<file path="config.mk">
export PLATFORM = sky130hd
export DESIGN_NAME = inst_queue
export DESIGN_NICKNAME = d
export VERILOG_FILES = /design/src/rtl/inst_queue_pkg.sv /design/src/rtl/inst_queue_ram.sv /design/src/rtl/inst_queue.sv
export SDC_FILE = /design/constraint.sdc
export NUM_CORES = 1
export LEC_CHECK = 0
export CORE_MARGIN = 2
export CORE_UTILIZATION = 55
export DETAILED_ROUTE_END_ITERATION = 10
export PLACE_DENSITY = 0.92
export SYNTH_ARGS = -nofsm -noshare
export SYNTH_HDL_FRONTEND = slang
export SYNTH_SLANG_ARGS = --single-unit
</file>
<file path="constraint.sdc">
create_clock -name clk -period 4.59 [get_ports clk]
set_input_delay 0.918 -clock clk [delete_from_list [all_inputs] [get_ports clk]]
set_output_delay 0.918 -clock clk [all_outputs]
set_load 0.03 [all_outputs]
</file>
<file path="src/rtl/inst_queue_pkg.sv">
// inst_queue_pkg: shared constants for the instruction queue slice.
//   XLEN_BUS     - default pc width
//   INST_LEN_BUS - default instruction width
//   INST_NOP     - canonical NOP (addi x0, x0, 0) shown to decode when idle
//   entry_width  - packed width of one {pc, inst, fault} queue entry
package inst_queue_pkg;

    localparam int unsigned XLEN_BUS     = 64;
    localparam int unsigned INST_LEN_BUS = 32;
    localparam logic [31:0] INST_NOP     = 32'h0000_0013;

    function automatic int unsigned entry_width(input int unsigned xlen,
                                                input int unsigned inst_len);
        return xlen + inst_len + 1;
    endfunction

endpackage

</file>
<file path="src/rtl/inst_queue_ram.sv">
// inst_queue_ram: DEPTH x WIDTH register array backing the instruction queue.
//   clk   - rising-edge write clock
//   we    - write enable
//   waddr - write address
//   wdata - write data
//   raddr - asynchronous read address
//   rdata - read data (combinational from raddr)
// Storage is intentionally not reset; the owner masks unused contents.
module inst_queue_ram #(
    parameter int unsigned DEPTH = 4,
    parameter int unsigned WIDTH = 97
) (
    input  logic                     clk,
    input  logic                     we,
    input  logic [$clog2(DEPTH)-1:0] waddr,
    input  logic [WIDTH-1:0]         wdata,
    input  logic [$clog2(DEPTH)-1:0] raddr,
    output logic [WIDTH-1:0]         rdata
);

    logic [WIDTH-1:0] mem [DEPTH];

    always_ff @(posedge clk) begin
        if (we) begin
            mem[waddr] <= wdata;
        end
    end

    assign rdata = mem[raddr];

endmodule

</file>
<file path="src/rtl/inst_queue.sv">
// inst_queue: handshaked FIFO between fetch and decode, replacing the fixed
// IF/ID register. Holds up to DEPTH {pc, inst, fault} entries.
//   clk         - rising-edge clock
//   rst         - asynchronous active-low reset
//   flush_i     - redirect; empties the queue at the next edge
//   in_valid_i  / in_ready_o  - fetch-side handshake
//   in_pc_i, in_inst_i, in_fault_i - fetch payload
//   out_valid_o / out_ready_i - decode-side handshake
//   out_pc_o, out_inst_o, out_fault_o - head payload (NOP-masked when invalid)
//   count_o     - occupancy, 0..DEPTH
module inst_queue
    import inst_queue_pkg::*;
#(
    parameter int unsigned XLEN     = XLEN_BUS,
    parameter int unsigned INST_LEN = INST_LEN_BUS,
    parameter int unsigned DEPTH    = 4,
    parameter int unsigned CNT_W    = $clog2(DEPTH) + 1
) (
    input  logic                clk,
    input  logic                rst,
    input  logic                flush_i,
    input  logic                in_valid_i,
    output logic                in_ready_o,
    input  logic [XLEN-1:0]     in_pc_i,
    input  logic [INST_LEN-1:0] in_inst_i,
    input  logic                in_fault_i,
    output logic                out_valid_o,
    input  logic                out_ready_i,
    output logic [XLEN-1:0]     out_pc_o,
    output logic [INST_LEN-1:0] out_inst_o,
    output logic                out_fault_o,
    output logic [CNT_W-1:0]    count_o
);

    localparam int unsigned PTR_W   = $clog2(DEPTH);
    localparam int unsigned ENTRY_W = entry_width(XLEN, INST_LEN);
    localparam logic [INST_LEN-1:0] NOP_WORD = INST_LEN'(INST_NOP);

    logic [PTR_W-1:0]   head_q;
    logic [PTR_W-1:0]   tail_q;
    logic [CNT_W-1:0]   count_q;
    logic               enq;
    logic               deq;
    logic [ENTRY_W-1:0] wr_entry;
    logic [ENTRY_W-1:0] rd_entry;

    // in_ready depends only on registered occupancy, never on out_ready_i.
    assign in_ready_o  = (count_q != CNT_W'(DEPTH));
    assign out_valid_o = (count_q != '0) && !flush_i;

    assign enq = in_valid_i && in_ready_o && !flush_i;
    assign deq = out_valid_o && out_ready_i;

    assign wr_entry = {in_pc_i, in_inst_i, in_fault_i};

    inst_queue_ram #(
        .DEPTH (DEPTH),
        .WIDTH (ENTRY_W)
    ) u_ram (
        .clk   (clk),
        .we    (enq),
        .waddr (tail_q),
        .wdata (wr_entry),
        .raddr (head_q),
        .rdata (rd_entry)
    );

    always_ff @(posedge clk or negedge rst) begin
        if (!rst) begin
            head_q  <= '0;
            tail_q  <= '0;
            count_q <= '0;
        end else if (flush_i) begin
            head_q  <= '0;
            tail_q  <= '0;
            count_q <= '0;
        end else begin
            if (enq) begin
                tail_q <= tail_q + PTR_W'(1);
            end
            if (deq) begin
                head_q <= head_q + PTR_W'(1);
            end
            case ({enq, deq})
                2'b10:   count_q <= count_q + CNT_W'(1);
                2'b01:   count_q <= count_q - CNT_W'(1);
                default: count_q <= count_q;
            endcase
        end
    end

    // Unreset storage may hold stale or X data; never let it reach decode.
    always_comb begin
        out_pc_o    = '0;
        out_inst_o  = NOP_WORD;
        out_fault_o = 1'b0;
        if (out_valid_o) begin
            out_pc_o    = rd_entry[ENTRY_W-1 -: XLEN];
            out_inst_o  = rd_entry[INST_LEN:1];
            out_fault_o = rd_entry[0];
        end
    end

    assign count_o = count_q;

endmodule
</file>
# [Yosys cells after proc, flatten, opt, wreduce, memory -nomap -nowiden]
# Memories as Yosys holds them, arrays and structs flattened.
# Index checks and enable logic that the tools add are counted.
[word_totals] mem_bits_rw=388 mem_count=1 ff_bits=7
[memory_table] name="u_ram.mem" words=4 word_bits=97 read_ports=1 rd_ports_with_merged_regs=0 wr=1 line="inst_queue_ram.sv:21" text="logic [WIDTH-1:0] mem [DEPTH];"
[classes] reduce_logical=9 eq_ne=3 muxes=11 add_sub_neg=4
[ops] cell="2-to-1 mux 64 bit" count=1
[ops] cell="2-to-1 mux 32 bit" count=1
[ops] cell="2-to-1 mux 2 bit" count=4
[ops] cell="case mux 3 bit (2 select lines)" count=1
[ops] cell="nonzero test 3 bit" count=2
[ops] cell="adder 2 x 1 -> 2 bit (second input constant)" count=2
[ops] cell="logical AND 1 bit" count=4
[ops] cell="nonzero test 2 bit" count=2
[ops] cell="adder 3 x 1 -> 3 bit (second input constant)" count=1
[ops] cell="2-to-1 mux 1 bit" count=3
[ops] cell="2-to-1 mux 3 bit" count=1
[ops] cell="!= test 3 bit (second input constant)" count=1
[ops] cell="subtractor 3 x 1 -> 3 bit (second input constant)" count=1
[ops] cell="equality test 2 x 1 -> 1 bit (second input constant)" count=1
[ops] cell="equality test 2 bit (second input constant)" count=1
[ops] cell="logical NOT 1 bit" count=1

# [Longest topological paths before layout]
# Gate-level depths: netlist of run 1.
[depth] depth_word=6 depth_mapped=8 depth_no_buf=6

# [Cells and area by module]
# Synthesis of run 1 repeated with hierarchy kept, for this count alone.
[hier_totals] cells_unflattened=675 hier_area_um2=15255.9
[modules_own_cells] module="inst_queue_ram" area_each_um2=14015.9 seq_area_each_um2=11651.2 cells_per_inst=511 n_inst=1
[modules_own_cells] module="inst_queue" area_each_um2=1239.9 seq_area_each_um2=175.2 cells_per_inst=164 n_inst=1

# [Worst setup path after synthesis of run 1]
# OpenSTA, ideal clock, no wires.
[synth_timing] kind="reg2reg" start="register count_q[0], in the netlist count_o[0]" end="memory u_ram.mem[2][0], enable pin" stages_incl_launch_ff=5 path_slack_ps=417 setup_ps=467 arrival_ps=3706 path_cell_list="dfrtp_1 -> buf_2 -> or3b_1 -> nor3b_1 -> and2_1"
[synth_between] elab_chain_cells=5
[synth_rtl] item="from (decl)" line="inst_queue.sv:41" text="logic [CNT_W-1:0] count_q;"
[synth_rtl] item="from (signal assigned)" line="inst_queue.sv:85" text="2'b10: count_q <= count_q + CNT_W'(1);"
[synth_rtl] item="from (signal assigned)" line="inst_queue.sv:86" text="2'b01: count_q <= count_q - CNT_W'(1);"
[synth_rtl] item="from (signal assigned)" line="inst_queue.sv:87" text="default: count_q <= count_q;"
[synth_rtl] item="!= test 3 bit" line="inst_queue.sv:48" text="assign in_ready_o = (count_q != CNT_W'(DEPTH));"
[synth_rtl] item="named net in_ready_o" line="inst_queue.sv:23" text="output logic in_ready_o,"
[synth_rtl] item="logical AND 1 bit (2 in a row)" line="inst_queue.sv:51" text="assign enq = in_valid_i && in_ready_o && !flush_i;"
[synth_rtl] item="2-to-1 mux 1 bit" line="inst_queue_ram.sv:24" text="if (we) begin"
[synth_rtl] item="2-to-1 mux 1 bit (not written as such)" line="inst_queue_ram.sv:25" text="mem[waddr] <= wdata;"
[synth_rtl] item="to (decl)" line="inst_queue_ram.sv:21"
# The timed path passes the listed nets, and every way through them passes these cells.

# [Worst setup path after layout of run 1]
[layout_timing] start="register head_q[0]" end="output port out_inst_o[23]"
[layout_between] elab_chain_cells=2
[layout_rtl] item="from (decl)" line="inst_queue.sv:39" text="logic [PTR_W-1:0] head_q;"
[layout_rtl] item="from (signal assigned)" line="inst_queue.sv:82" text="head_q <= head_q + PTR_W'(1);"
[layout_rtl] item="memory (4 x 97 bit)"
[layout_rtl] item="2-to-1 mux 32 bit" line="inst_queue.sv:97" text="if (out_valid_o) begin"
[layout_rtl] item="to (decl)" line="inst_queue.sv:30" text="output logic [INST_LEN-1:0] out_inst_o,"
# Every way passes these cells.

==> results of run 1 <==
[logic make-up (layout without fill, tap and decap cells)]
| family | after synthesis | count (layout) |
|---|---|---|
| AO/OA/AOI/OAI | 11 | 11 |
| XOR/XNOR | 5 | 5 |
| adder cells (fa/ha/maj) | 5 | 5 |
| buffers and inverters | 40 | 297 |
| flip-flops | 395 | 395 |
| multiplexers | 97 | 97 |
| other | 0 | 2 |
| AND/OR/NAND/NOR | 128 | 128 |
[worst max-delay path, delay by kind of cell (launching register included)]
family        cells  cell delay (ns)
buf+inv           2             1.01
mux               1             0.54
simple gates      1             0.19
flops             1             0.77
[per-stage QoR]
step,util,total power [mW],instances
global placement,0.655,5.24,1208
detailed placement,0.655,5.28,1208
finish,0.704,8.41,1281
global route,0.703,8.68,1279
CTS,0.703,8.48,1279
floorplan,-,4.85,681
[worst min path at each step]
stage	from	endpoint	slack, ns	depth (start not counted)
2_1_floorplan	tail_q[1]	tail_q[1]	0.54	2
3_3_place_gp	tail_q[1]	tail_q[1]	0.56	2
3_5_place_dp	tail_q[1]	tail_q[1]	0.58	2
4_1_cts	tail_q[1]	tail_q[1]	0.59	2
5_1_grt	tail_q[1]	tail_q[1]	0.62	2
6_report	tail_q[1]	tail_q[1]	0.58	2
[state kept, by name, summed over array words and instances, names as in the netlist]
| signal | flops |
|---|---|
| u_ram.mem | 388 |
| count_o | 3 |
| head_q | 2 |
| tail_q | 2 |
[layout make-up]
cell class                      count  area [µm²]  share of cell area
Multi-Input combinational cell    246        3160               0.166
Clock buffer                       45        1040              0.0548
Tap cell                          341         427              0.0224
Clock inverter                     26         272              0.0143
Antenna cell                        2        5.00            0.000263
Inverter                            4        15.0            0.000790
Sequential cell                   395       11800               0.622
Timing Repair Buffer              222        2260               0.119
[cell usage after synthesis, types with 4 or more instances]
| cell type | number | area, µm² |
|---|---|---|
| edfxtp_1 | 388 | 11700 |
| and2_1 | 98 | 613 |
| mux4_2 | 97 | 2180 |
| clkbuf_1 | 18 | 67.6 |
| buf_2 | 14 | 70.1 |
| dfrtp_1 | 7 | 175 |
| nor2_1 | 7 | 26.3 |
| a21oi_1 | 5 | 25.0 |
| ha_1 | 4 | 50.1 |
| inv_1 | 4 | 15.0 |
| nand2_1 | 4 | 15.0 |
| or3_1 | 4 | 25.0 |
[per-layer routing]
metal  GRT usage  wire length, µm
met1       0.268            11900
met2       0.352            14900
met3      0.0563             2200
met4      0.0543              476
met5           0               14
[power by group]
| group | leakage (nW) | total (mW) | internal (mW) | switching (mW) |
|---|---|---|---|---|
| logic | 1.81 | 1.04 | 0.511 | 0.528 |
| registers | 3.61 | 4.15 | 4.09 | 0.0624 |
| clock network | 0.650 | 3.22 | 1.96 | 1.26 |
| total | 6.07 | 8.41 | 6.56 | 1.85 |
==> metrics.txt, run 1 <==
run status finished, final reports clean; yosys warns 0; Remaining Overflow, GRT 0; Hold WC Path Type reg -> reg; synthesis-to-layout area growth 25.4%; Leak 6.07 nW; wire length of the first global-routing pass 44600 µm; Die Y-Extent 170 µm; DRT iter0 DRCs 634; main combinational cell family by area after synthesis multiplexers; cells on worst reg2reg path 7; Final WS setup 0.639 ns; Crit path arrival time 3.03 ns; reg2reg end count_o[1]; GRT Overall Usage 0.207; Synth Instances 681; GP Congestion 0.729; most used flip-flop cell after synthesis edfxtp_1; Vias 7353; layout cells sized above 1 0.194; # setup viols final 0; R2R setup slack 2.07 ns; adder-cell share of the synthesized area 0.00462; DP Worst Slack 0.894 ns; Max clock buf depth 3; DRT Wirelength 29600 µm; Nets 1015; most frequent cells in the layout edfxtp_1 (388), clkdlybuf4s50_1 (203), mux4_2 (97); Placed Area 0.0177 mm²; fmax 0.253 GHz; # IOs 204; worst setup path startpoint head_q[0]; vias per inst 5.74; Core Footprint 0.0270 mm²; worst clock skew 0.0166 ns; cell row count 60; IO Port Bufs 203; crit path kind reg -> out; Max-slew headroom 0.558; Final Critical Period 3.95 ns; Max-cap violations 0; post-synthesis register bit count 395; WL/cell 23.1 µm; DIE AREA 0.0289 mm²; critical path cell sequence buf_4 > mux4_2 > and2_1 > clkdlybuf4s50_1; critical path startpoint category flip-flop; clock root buffer clkbuf_16; slowest stage delay, CP 0.77 ns; Async SR Flop Fraction 0.0177; launch point of the worst reg-to-reg path count_o[0]; DRT Pass-1 Iters 6; mux cell area share after synthesis 0.144; clk_lat worst skew 0.52 ns; final instance area 0.0190 mm²; Starting Density 0.561; hold buffers post-CTS 0; CTS HTree Levels 2; area share of xor/xnor cells in the synthesized design 0.00289; peak supply drop 275 µV; worst path required time 3.67 ns; slew of the pin with the lowest slew margin 0.664 ns; antenna-violating nets left 0; final setup TNS 0 ns; die width 170 µm; CTS Sinks 395; sequential fraction of the synthesis area 0.780; TritonCTS clock tree yes; Mapped Area 0.0152 mm²; fillers 1593; total CTS buffers 39; clock slew at reported path FFs 0.06 ns; Setup crit end out_inst_o[23]; Distinct cells, synth 33; worst-path fanout max 24; largest net degree at the start of global routing 97; Post-Syn Nets 788; vias in the first global route 7780; Post-route DRC 0; post-CTS sizing 0; critical path endpoint category output pin; initial antenna violation count 3; Simple-Gate Fraction of Synth Area 0.0514; max-slew violations 0; Crit-path slowest cell dfrtp_4; count of flip-flops with a built-in enable after synthesis 388; Hold Vio Cnt, Final 0; hpwl dp 18000 µm; Power Dens Cells 442 mW/mm²; post-CTS setup buffer count 0; most common cell after layout, fill and taps aside edfxtp_1; hold slack 0.583 ns; fin crit share 0.861; RSZ-0062 raised after global routing false; syn_area_per_cell 22.3 µm²; Synth Area in Compound Gates 0.00429
No activity file was read; power rests on OpenSTA's default activity.
==> run 2, diff against run 1 <==
- SYNTH_HIERARCHICAL: default -> 1
==> metrics.txt, run 2 <==
critical path cell sequence buf_4 > mux4_2 > and2_1 > clkdlybuf4s50_1; final setup TNS 0 ns (unchanged); # setup viols final 0 (unchanged); most common cell in the netlist edfxtp_1; final instance area 0.0189 mm² (-0.35%); Vias 7261 (-1.3%); slew of the pin with the lowest slew margin 0.749 ns (+0.0856 ns); DRT iter0 DRCs 699 (+10%); most used flip-flop cell after synthesis edfxtp_1; die width 171 µm (+0.31%); slowest stage delay, CP 0.87 ns (+0.10 ns); Remaining Overflow, GRT 0 (unchanged); vias in the first global route 7750 (-0.39%); syn_area_per_cell 22.6 µm² (+1.5%); Largest register FFs 388 (unchanged); Crit-path slowest cell dfrtp_4; fin util 0.699 (-0.00440); wire length of the first global-routing pass 44500 µm (about the same); post-synth top area cell edfxtp_1; peak supply drop 391 µV (+42%); run status finished, final reports clean; GRT Overall Usage 0.206 (-0.00129); Distinct cells, synth 37 (+12%); CTS Sinks 395 (unchanged); Nets 1003 (-1.2%); Storage cell area 0.0118 mm² (unchanged); Crit path arrival time 3.15 ns (+0.12 ns); most frequent cells in the layout edfxtp_1 (388), clkdlybuf4s50_1 (202), mux4_2 (97); fin crit share 0.887 (+0.0258); Max-slew headroom 0.500 (-0.0571); antenna-violating nets left 0 (unchanged); DRT Wirelength 29700 µm (+0.44%); Async SR Flop Fraction 0.0177 (unchanged); Hold Vio Cnt, Final 0 (unchanged); Final WS setup 0.521 ns (-0.118 ns); CTS HTree Levels 2 (unchanged); Power Dens Cells 439 mW/mm² (-0.88%); clk_lat worst skew 0.51 ns (about the same); total CTS buffers 40 (+2.6%); Placed Area 0.0177 mm² (+0.24%); DRT Pass-1 Iters 5 (-1); worst path required time 3.67 ns (about the same); most common cell after layout, fill and taps aside edfxtp_1; post-synthesis register bit count 395 (unchanged); clock root buffer clkbuf_16; synthesis-to-layout area growth 24.2%; WL/cell 22.8 µm (-1.2%); TritonCTS clock tree yes; top post-synthesis cells by count edfxtp_1 (388), mux4_2 (97), and2_1 (94); largest net degree at the start of global routing 59 (-39%); worst path buffer plus inverter count 2 (unchanged); worst-path fanout max 31 (+29%); post-CTS sizing 0 (unchanged); Die Y-Extent 171 µm (+0.31%); hpwl dp 17700 µm (-1.7%); GP Congestion 0.727 (-0.25%); fmax 0.246 GHz (-2.9%); Max clock buf depth 3 (unchanged); Post-route DRC 0 (unchanged); Max-cap violations 0 (unchanged); layout cells sized above 1 0.196 (+0.00188); cell row count 60 (unchanged); worst setup path startpoint head_q[0]; Hold WC Path Type in -> async; fillers 1667 (+4.6%); crit path kind reg -> out; Final Critical Period 4.07 ns (+0.118 ns); Synth Instances 675 (-0.88%); clock slew at reported path FFs 0.06 ns (about the same); Core Footprint 0.0271 mm² (+0.28%); critical path startpoint category flip-flop; # IOs 204 (unchanged); RSZ-0062 raised after global routing false; critical path endpoint category output pin; count of flip-flops with a built-in enable after synthesis 388 (unchanged); CP delay by family, top buffers and inverters; vias per inst 5.58 (-2.8%); max-slew violations 0 (unchanged); post-CTS setup buffer count 0 (unchanged); Mapped Area 0.0153 mm² (+0.63%); top cell type's share of synthesized area 0.764 (-0.00479); yosys warns 6 (+6); sequential fraction of the synthesis area 0.775 (-0.00486); largest reg by FF count u_ram/mem; DP Worst Slack 0.729 ns (-0.165 ns); Leak 5.99 nW (-1.3%); hold buffers post-CTS 0 (unchanged); DIE AREA 0.0291 mm² (+0.61%); Post-Syn Nets 778 (-1.3%); worst clock skew 0.0124 ns (-0.00428 ns); area of the multi-input gates 0.00317 mm² (+0.51%); IO Port Bufs 203 (unchanged); initial antenna violation count 0 (-3); launch point of the worst reg-to-reg path count_o[1]; Synth area leaders edfxtp_1 (76%), mux4_2 (14%), and2_1 (3.9%); Starting Density 0.563 (+0.00195)
run 2: cell types whose count changed after synthesis, sizes merged, moves of 3 or more:
cell,change
buf,+9
and2,-4
inv,-4
nand2,-3
and3b,+3
ha,-4
a21oi,-4
clkbuf,-7
nand2b,+3
run 2: report_power, final:
part | internal (mW) | switching, mW | leakage (nW)
clock | 1.74 | 1.26 | 0.594
sequential | 4.10 | 0.0776 | 3.61
combinational | 0.563 | 0.574 | 1.79
total | 6.40 | 1.91 | 5.99
run 2: worst paths after layout:
| kind | end | slack [ns] | cells past startpoint |
|---|---|---|---|
| min in group clk | tail_q[1] | 0.68 | 2 |
| worst min register to register | tail_q[1] | 0.68 | 2 |
| max in group asynchronous | head_q[0] | 3.62 | 1 |
| worst max-delay path | out_pc_o[14] | 0.52 | 4 |
| worst max register to register | count_o[2] | 1.61 | 9 |
| worst min-delay path | head_q[1] | 0.68 | 1 |
run 2: metrics by stage:
stage / total power, mW / hold slack, ns / instances
after floorplan: 4.96 / 0.499 / 675
final: 8.31 / 0.675 / 1302
after detailed placement: 5.39 / 0.667 / 1230
after CTS: 8.40 / 0.675 / 1301
after global placement: 5.36 / 0.643 / 1230
after global routing: 8.59 / 0.681 / 1301
run 2: logic make-up (layout without fill, tap and decap cells):
group | Yosys count | count (layout) | synth area share
AOI/OAI and AO/OA | 11 | 11 | 0.00549
xor gates and xnor gates | 5 | 5 | 0.00287
adders and majority gates | 1 | 1 | 0.00131
buffers and inverters | 38 | 292 | 0.0186
DFF | 395 | 395 | 0.775
muxes | 97 | 97 | 0.143
other | 0 | 1 | 0
and+or+nand+nor | 128 | 128 | 0.0533
run 2: final cells by class:
cell class              instances  share of cell area
multi-input cells             242               0.168
diodes                          1            0.000132
flip-flops and latches        395               0.625
clock inverters                23             0.00812
clock buffers                  48              0.0555
well taps                     372              0.0246
repair buffers                221               0.120
run 2: metal layers:
| metal | share of wire | GRT usage | wire, µm | vias to the layer above |
|---|---|---|---|---|
| li1 | - | - | - | 3203 |
| met1 | 0.39 | 0.266 | 11700 | 3764 |
| met2 | 0.52 | 0.351 | 15400 | 246 |
| met3 | 0.064 | 0.0486 | 1900 | 48 |
| met4 | 0.024 | 0.0624 | 709 | 0 |
| met5 | 0 | 0 | 0 | - |
==> run 3, diff against run 2 <==
- CORE_UTILIZATION: 55 -> 49
- PLACE_DENSITY: 0.92 -> 0.84
==> metrics.txt, run 3 (synthesized netlist as in run 2, its figures left out) <==
RSZ-0062 raised after global routing false; die width 180 µm (+5.8%); Remaining Overflow, GRT 0 (unchanged); final setup TNS 0 ns (unchanged); fmax 0.259 GHz (+5.4%); crit path kind reg -> out; clock root buffer clkbuf_16; worst clock skew 0.0131 ns (+0.000785 ns); max-slew violations 0 (unchanged); worst hold path depth 2; GRT met2 Usage 0.302 (-0.0490); Starting Density 0.499 (-0.0642); post-CTS setup buffer count 0 (unchanged); critical path startpoint category flip-flop; final instance area 0.0190 mm² (+0.24%); TritonCTS clock tree yes; total CTS buffers 40 (unchanged); cells on worst reg2reg path 9 (unchanged); Placed Area 0.0178 mm² (about the same); CTS HTree Levels 2 (unchanged); vias in the first global route 7692 (-0.75%); wire length of the first global-routing pass 44400 µm (-0.28%); CTS Sinks 395 (unchanged); GRT Overall Usage 0.177 (-0.0282); Power Dens Cells 440 mW/mm² (+0.22%); worst-path fanout max 44 (+42%); clock slew at reported path FFs 0.06 ns (about the same); vias per inst 5.45 (-2.3%); cell row count 64 (+6.7%); peak supply drop 381 µV (-2.6%); Nets 1002 (-0.10%); DIE AREA 0.0326 mm² (+12%); hold buffers post-CTS 0 (unchanged); antenna-violating nets left 0 (unchanged); GP Congestion 0.688 (-5.4%); Vias 7206 (-0.76%); Crit path arrival time 2.94 ns (-0.21 ns); fin crit share 0.841 (-0.0454); Hold WC Path Type reg -> reg; Core Footprint 0.0306 mm² (+13%); slew of the pin with the lowest slew margin 0.808 ns (+0.0583 ns); # setup viols final 0 (unchanged); critical path endpoint category output pin; Post-route DRC 0 (unchanged); # IOs 204 (unchanged); most frequent cells in the layout edfxtp_1 (388), clkdlybuf4s50_1 (203), mux4_2 (97); Tot Pwr 8.35 mW (+0.46%); IO Port Bufs 203 (unchanged); GRT met1 Usage 0.234 (-0.0325); fillers 2084 (+25%); WL/cell 21.6 µm (-5.5%); met3 usage 0.0410 (-0.00755); worst path required time 3.67 ns (about the same); GRT busiest layer met2; most common cell after layout, fill and taps aside edfxtp_1; largest reg by FF count u_ram/mem; DRT iter0 DRCs 591 (-15%); clk_lat worst skew 0.51 ns (about the same); DRT Wirelength 28500 µm (-3.9%); hpwl dp 17100 µm (-3.5%); DRT Pass-1 Iters 5 (unchanged); Final Critical Period 3.86 ns (-0.209 ns); Largest register FFs 388 (unchanged); layout cells sized above 1 0.190 (-0.00543); initial antenna violation count 3 (+3); Max-cap violations 0 (unchanged); Max-slew headroom 0.462 (-0.0388); largest net degree at the start of global routing 97 (+64%); synthesis-to-layout area growth 24.5%; Hold Vio Cnt, Final 0 (unchanged); Leak 5.99 nW (about the same); Max clock buf depth 3 (unchanged); Die Y-Extent 180 µm (+5.8%); post-CTS sizing 0 (unchanged); run status finished, final reports clean
[run 3: changes by cell type in the layout (fill, tap and decap cells not counted), sizes merged]
cell / change
buf: -2
bufinv: +2
clkbuf: -3
clkdlybuf4s50: +1
clkinv: -2
clkinvlp: -1
diode: +2
[run 3: worst max-delay path, cell delays in order (launching register included)]
cell,delay [ns]
dfrtp_4,0.87
buf_4,0.42
mux4_2,0.38
and2_1,0.16
clkdlybuf4s50_1,0.60
[run 3: metrics by stage]
step	setup slack, ns	instances	util	hold WS, ns
after floorplan	0.396	675	-	0.499
after global placement	0.864	1253	0.580	0.638
after detailed placement	0.857	1253	0.580	0.652
after CTS	0.652	1320	0.621	0.671
after global routing	0.580	1322	0.621	0.686
final	0.729	1323	0.621	0.670
[run 3: layout make-up]
cell class | count | area (µm²) | share of cell area
Multi-Input combinational cell | 242 | 3170 | 0.167
Clock buffer | 45 | 1040 | 0.0548
Antenna cell | 3 | 7.51 | 0.000395
Tap cell | 396 | 495 | 0.0261
Sequential cell | 395 | 11800 | 0.623
Timing Repair Buffer | 220 | 2250 | 0.118
Clock inverter | 22 | 193 | 0.0101
[run 3: final timing paths]
check	from	endpoint	slack, ns
max	head_q[1]	out_pc_o[0]	0.73
min	tail_q[1]	tail_q[1]	0.67
max reg2reg	count_o[1]	count_o[2]	1.73
min reg2reg	tail_q[1]	tail_q[1]	0.67
max in group asynchronous	rst	head_q[0]	3.63
min in group asynchronous	rst	tail_q[0]	0.68
[run 3: per-layer routing]
layer  part of all wire  routed length, µm  vias up
met1               0.40              11500     3715
met5                  0                  0        -
met3              0.070               2000       37
met2               0.51              14500      239
met4              0.017                489        0
li1                   -                  -     3215
[run 3: report_power, final]
part	switching (mW)	total, mW	internal (mW)
clock	1.22	3.06	1.84
sequential	0.0620	4.16	4.10
combinational	0.577	1.14	0.558
total	1.86	8.35	6.49
